[src/rtl/ldpc_dec_sched.sv]
// ldpc_dec_sched: frames an LLR stream into an LDPC decoder and frames its bit output.
// Define LDPC_SCHED_STAT_EN to add saturating frame/drop/timeout/max-iteration counters.
module ldpc_dec_sched #(
  parameter int D_WID   = 6,
  parameter int FRM_LEN = 9216,
  parameter int TMO_CYC = 65535
) (
  input  logic             clk,
  input  logic             reset_n,
  input  logic [D_WID-1:0] data_in,
  input  logic             sync_in,
  input  logic             rate,
  input  logic [4:0]       max_iter,
  output logic             in_rdy,
  output logic [D_WID-1:0] dec_data,
  output logic             dec_sync,
  output logic             dec_rate,
  output logic [4:0]       dec_max_iter,
  input  logic             dec_busy,
  input  logic             dec_dout,
  input  logic             dec_sync_out,
  input  logic [4:0]       dec_num_iter,
  output logic             out_bit,
  output logic             out_vld,
  output logic             out_sof,
  output logic             out_eof,
  output logic [4:0]       last_iter,
  output logic             drop_p,
  output logic             pad_p,
  output logic             tmo_p
`ifdef LDPC_SCHED_STAT_EN
  ,
  output logic [15:0]      frm_cnt,
  output logic [15:0]      drop_cnt,
  output logic [15:0]      tmo_cnt,
  output logic [15:0]      maxit_cnt
`endif
);

  localparam int TW = $clog2(TMO_CYC + 1);
  localparam logic [13:0]   FRM_LAST = 14'(FRM_LEN - 1);
  localparam logic [TW-1:0] TMO_LAST = TW'(TMO_CYC - 1);
  localparam logic [12:0]   K0_LAST  = 13'd4607;
  localparam logic [12:0]   K1_LAST  = 13'd6911;

  typedef enum logic [1:0] {IDLE, FEED, WAIT, DRAIN} state_t;

  state_t           state_q;
  logic             sync_q;
  logic [13:0]      cnt_q;
  logic             pad_q;
  logic [12:0]      ocnt_q;
  logic [TW-1:0]    tmo_q;
  logic             rdy_q;
  logic [D_WID-1:0] ddata_q;
  logic             dsync_q;
  logic             drate_q;
  logic [4:0]       dmax_q;
  logic             obit_q;
  logic             ovld_q;
  logic             osof_q;
  logic             oeof_q;
  logic [4:0]       liter_q;
  logic             drop_q;
  logic             padp_q;
  logic             tmop_q;

  logic        sync_rise;
  logic        start;
  logic        drop_ev;
  logic [12:0] k_last;
  logic        eof_ev;
  logic        tmo_ev;

  assign sync_rise = sync_in & ~sync_q;
  assign start     = sync_rise && (state_q == IDLE) && !dec_busy;
  assign drop_ev   = sync_rise && !start;
  assign k_last    = drate_q ? K1_LAST : K0_LAST;
  assign eof_ev    = (state_q == DRAIN) && dec_sync_out && (ocnt_q == k_last);
  assign tmo_ev    = ((state_q == WAIT) || (state_q == DRAIN)) &&
                     !dec_sync_out && (tmo_q == TMO_LAST);

  always_ff @(posedge clk) begin
    if (!reset_n) begin
      state_q <= IDLE;
      sync_q  <= sync_in;
      cnt_q   <= '0;
      pad_q   <= 1'b0;
      ocnt_q  <= '0;
      tmo_q   <= '0;
      rdy_q   <= 1'b1;
      ddata_q <= '0;
      dsync_q <= 1'b0;
      drate_q <= 1'b0;
      dmax_q  <= 5'd20;
      obit_q  <= 1'b0;
      ovld_q  <= 1'b0;
      osof_q  <= 1'b0;
      oeof_q  <= 1'b0;
      liter_q <= '0;
      drop_q  <= 1'b0;
      padp_q  <= 1'b0;
      tmop_q  <= 1'b0;
    end else begin
      sync_q  <= sync_in;
      ddata_q <= '0;
      dsync_q <= 1'b0;
      obit_q  <= 1'b0;
      ovld_q  <= 1'b0;
      osof_q  <= 1'b0;
      oeof_q  <= 1'b0;
      padp_q  <= 1'b0;
      tmop_q  <= 1'b0;
      drop_q  <= drop_ev;
      unique case (state_q)
        IDLE: begin
          if (start) begin
            state_q <= FEED;
            rdy_q   <= 1'b0;
            drate_q <= rate;
            dmax_q  <= max_iter;
            ddata_q <= data_in;
            dsync_q <= 1'b1;
            cnt_q   <= 14'd1;
            pad_q   <= 1'b0;
          end
        end
        FEED: begin
          dsync_q <= 1'b1;
          // once the burst ends early, the rest of the frame is erasures
          if (sync_in && !pad_q) begin
            ddata_q <= data_in;
          end else begin
            pad_q  <= 1'b1;
            padp_q <= !pad_q;
          end
          if (cnt_q == FRM_LAST) begin
            state_q <= WAIT;
            cnt_q   <= '0;
            tmo_q   <= '0;
          end else begin
            cnt_q <= cnt_q + 14'd1;
          end
        end
        WAIT: begin
          if (dec_sync_out) begin
            state_q <= DRAIN;
            obit_q  <= dec_dout;
            ovld_q  <= 1'b1;
            osof_q  <= 1'b1;
            ocnt_q  <= 13'd1;
            tmo_q   <= '0;
          end else if (tmo_ev) begin
            state_q <= IDLE;
            rdy_q   <= 1'b1;
            tmop_q  <= 1'b1;
            tmo_q   <= '0;
          end else begin
            tmo_q <= tmo_q + TW'(1);
          end
        end
        DRAIN: begin
          if (dec_sync_out) begin
            obit_q <= dec_dout;
            ovld_q <= 1'b1;
            tmo_q  <= '0;
            ocnt_q <= ocnt_q + 13'd1;
            if (eof_ev) begin
              oeof_q  <= 1'b1;
              liter_q <= dec_num_iter;
              state_q <= IDLE;
              rdy_q   <= 1'b1;
              ocnt_q  <= '0;
            end
          end else if (tmo_ev) begin
            state_q <= IDLE;
            rdy_q   <= 1'b1;
            tmop_q  <= 1'b1;
            tmo_q   <= '0;
            ocnt_q  <= '0;
          end else begin
            tmo_q <= tmo_q + TW'(1);
          end
        end
      endcase
    end
  end

  assign in_rdy       = rdy_q;
  assign dec_data     = ddata_q;
  assign dec_sync     = dsync_q;
  assign dec_rate     = drate_q;
  assign dec_max_iter = dmax_q;
  assign out_bit      = obit_q;
  assign out_vld      = ovld_q;
  assign out_sof      = osof_q;
  assign out_eof      = oeof_q;
  assign last_iter    = liter_q;
  assign drop_p       = drop_q;
  assign pad_p        = padp_q;
  assign tmo_p        = tmop_q;

`ifdef LDPC_SCHED_STAT_EN
  logic [15:0] frm_q;
  logic [15:0] drp_q;
  logic [15:0] tmc_q;
  logic [15:0] mxi_q;

  function automatic logic [15:0] sat_inc(input logic [15:0] v, input logic inc);
    return (inc && (v != 16'hFFFF)) ? v + 16'd1 : v;
  endfunction

  always_ff @(posedge clk) begin
    if (!reset_n) begin
      frm_q <= '0;
      drp_q <= '0;
      tmc_q <= '0;
      mxi_q <= '0;
    end else begin
      frm_q <= sat_inc(frm_q, eof_ev);
      drp_q <= sat_inc(drp_q, drop_ev);
      tmc_q <= sat_inc(tmc_q, tmo_ev);
      mxi_q <= sat_inc(mxi_q, eof_ev && (dec_num_iter == dmax_q));
    end
  end

  assign frm_cnt   = frm_q;
  assign drop_cnt  = drp_q;
  assign tmo_cnt   = tmc_q;
  assign maxit_cnt = mxi_q;
`endif

endmodule

[config.mk]
export PLATFORM = sky130hd
export DESIGN_NAME = ldpc_dec_sched
export DESIGN_NICKNAME = d
export VERILOG_FILES = /design/src/rtl/ldpc_dec_sched.sv
export SDC_FILE = /design/constraint.sdc
export NUM_CORES = 1
export LEC_CHECK = 0
export BUFFER_PORTS_ARGS = -buffer_cell sky130_fd_sc_hd__buf_2
export CELL_PAD_IN_SITES_DETAIL_PLACEMENT = 0
export CELL_PAD_IN_SITES_GLOBAL_PLACEMENT = 1
export CORE_UTILIZATION = 35
export CTS_CLUSTER_DIAMETER = 60
export DETAILED_ROUTE_END_ITERATION = 7
export PLACE_DENSITY_LB_ADDON = 0.1
export REMOVE_ABC_BUFFERS = 1
export SLEW_MARGIN = 20
export SYNTH_ARGS = -nofsm -noshare
export SYNTH_HDL_FRONTEND = slang
export SYNTH_SLANG_ARGS = --single-unit
[constraint.sdc]
create_clock -name clk -period 2.7 [get_ports clk]
set_clock_uncertainty 0.15 [all_clocks]
set_input_delay 0.54 -clock clk [delete_from_list [all_inputs] [get_ports clk]]
set_output_delay 0.54 -clock clk [all_outputs]
set_load 0.02 [all_outputs]
==> results.md <==
* Wire per inst at 12.5 um
* Port bufs at 48
* Clock Pin Slew Worst Setup and Hold Paths at 0.08 ns
* Share of cells above drive strength 1 at 20.3%
* Post-CTS sizing at 0
* Synthesized instance count at 356
* Vias at 2551
* TritonRoute pass-1 iters at 5
* Top FF cell, synth: dfxtp_1
* Crit share post-route at 82.9%
* Power Density at 554 nW/um2
* CTS Hold Bufs at 0
* Cell Area, Synth at 3150 um2
* VDD IR max at 0.301 mV
* Critical path arrival at 2.33 ns
* Yosys top cell area share at 46.4%
* Die height at 96.9 um
* Cell with the most instances after synthesis: dfxtp_1
* Via/cell ratio at 4.84
* Unrepaired setup endpoints after global routing: false
* Actual slew at the worst max-slew pin at 0.664 ns
* Leakage power at 0.00153 uW
* Startpoint type of the worst setup path: flip-flop
* Synth area leader: dfxtp_1
* DRT antenna net count at 0
* # setup viols final at 0
* Total CTS buffers at 9
* Register area share after synthesis at 46.4%
* GRT overflow at 0
* Root Driver: clkbuf_8
* DRC at 0
* DP Wirelength at 4680 um
* Initial antenna violation count at 0
* Cell area after placement at 3530 um2
* Outcome: finished clean
* Synth top area cells: dfxtp_1 46%, nor2_1 6.8%, xor2_1 5.6%
* Largest net degree at the start of global routing at 15
* Yosys warns at 0
* Clk_lat worst skew at 0.35 ns
* Initial DRC Count at 64
* #FFs+latches synth at 73
* Crit Path Max Fanout at 14
* Die Width at 96.9 um
* CTS H-tree depth at 3
* Die area at 9380 um2
* Area grow syn2layout at 18.7%
* Avg Inst Size Synth at 8.85 um2
* Post-place setup slack at 0.339 ns
* Setup ws final at 0.461 ns
* Hold Vio Cnt, Final at 0
* Initial core utilization at 36.1%
* Max-slew violations at 0
* F_max at 0.447 GHz
* Row count at 34
* Tot GR Track Use at 15.0%
* GP Congestion at 0.743
* Hold Crit Class: in -> reg
* Max Cap Viol at 0
* Post-route cell area at 3740 um2
* Vias in the first global route at 2372
* Fin nets at 441
* Post-synthesis cell type count at 47
* Num Clock Sinks at 73
* Met2 wire len at 2800 um
* TritonCTS clock tree: done
* Post-synth EDFFs at 0
* CP Capture Type: flip-flop
* Clock Path Buffers at 2
* Post-synth top cells: 73 x dfxtp_1, 57 x nor2_1, 35 x nand2_1, 20 x xor2_1, 18 x a21oi_1
* Core ar. at 8720 um2
* Max-slew headroom at 55.8%
* Period minus WS final at 2.24 ns
* Required @ worst endpoint at 2.79 ns
* FFs w/ async S/R, synth at 0%
* First-pass GRT wire length at 11400 um
* Metal-1 WL at 3430 um
* Crit Path Class: reg -> reg
* IO Count at 49
* WL met3 at 306 um
* Antenna Cells at 0
* Post-Route Setup TNS at 0 ns
* Highest metal used: met4
* Post-CTS Setup Bufs at 0
* Final wirelength at 6600 um
## cell usage in the layout (no fill, tap or decap), types with 3 or more instances in the layout
cell type | netlist | routed
nor3_2 | 3 | 3
or3_1 | 6 | 6
nor4_1 | 4 | 4
xor2_1 | 20 | 20
ha_1 | 4 | 4
inv_1 | 8 | 8
and2_1 | 8 | 8
clkbuf_8 | 0 | 10
a31oi_1 | 3 | 3
xnor2_1 | 7 | 7
nand3_1 | 15 | 15
a21oi_1 | 18 | 18
nor3_1 | 9 | 9
buf_2 | 2 | 48
and3_1 | 7 | 7
nand4_1 | 15 | 15
nand2b_1 | 3 | 3
nand2_1 | 35 | 35
nor2_1 | 57 | 57
buf_4 | 1 | 11
dfxtp_1 | 73 | 73
mux2i_1 | 12 | 12
o21ai_0 | 10 | 10
## kinds of logic (layout without fill, tap and decap cells)
kind of cell	after synthesis	after routing	synth area share, %
AOI/OAI and AO/OA	44	44	8.50
DFF	73	73	46.4
adders and majority gates	4	4	1.59
xor gates and xnor gates	27	27	7.51
and+or+nand+nor	176	176	28.9
buffers and inverters	20	83	3.30
muxes	12	12	3.81
## power breakdown
| part | internal (uW) | switching, uW |
|---|---|---|
| logic | 39.8 | 59.7 |
| registers | 1090 | 7.67 |
| clock network | 459 | 418 |
| total | 1590 | 485 |
## sequential cells by signal, summed over array words and instances (netlist names)
| signal | count |
|---|---|
| dec_data | 6 |
| in_rdy | 1 |
| ocnt_q | 13 |
| tmo_q | 16 |
| drop_p | 1 |
| pad_p | 1 |
| out_eof | 1 |
| dec_max_iter | 5 |
| out_sof | 1 |
| dec_rate | 1 |
| cnt_q | 14 |
| dec_sync | 1 |
| sync_q | 1 |
| out_vld | 1 |
| state_q | 2 |
| pad_q | 1 |
| last_iter | 5 |
| out_bit | 1 |
| tmo_p | 1 |
## area by class of cell
| cell class | instances | area (um2) |
|---|---|---|
| fillers | 893 | 4980 |
| inverters | 8 | 30.0 |
| clock inverters | 5 | 63.8 |
| well taps | 108 | 135 |
| multi-input cells | 263 | 1580 |
| flip-flops and latches | 73 | 1460 |
| repair buffers | 59 | 323 |
| clock buffers | 11 | 141 |
## per-layer routing
layer	vias up	track usage, %
met5	-	0
met4	0	3.79
met3	6	5.78
met2	54	23.0
met1	1142	19.8
li1	1349	-
## worst paths after layout
| path | start | slack, ns | cells past startpoint | end |
|---|---|---|---|---|
| min | sync_in | 0.20 | 1 | sync_q |
| min reg2reg | sync_q | 0.28 | 1 | drop_p |
| max reg2reg | cnt_q[10] | 0.46 | 6 | tmo_q[12] |
| max | cnt_q[10] | 0.46 | 6 | tmo_q[12] |
## critical path, cell delays in order, from the launching register on
cell	delay [ns]
dfxtp_1	0.36
or4b_4	0.56
nor4_4	0.22
a21oi_2	0.24
nor4_1	0.37
xnor2_1	0.16
nor2_1	0.05
## metrics by stage
step	hold WS, ns	power, uW	util [%]	instances
floorplan	0.242	1170	-	344
global placement	0.259	1220	40.5	511
detailed placement	0.264	1220	40.5	511
CTS	0.182	2110	42.9	527
global route	0.183	2170	42.9	527
finish	0.201	2070	42.9	527
Power figures use the tool's default switching activity.
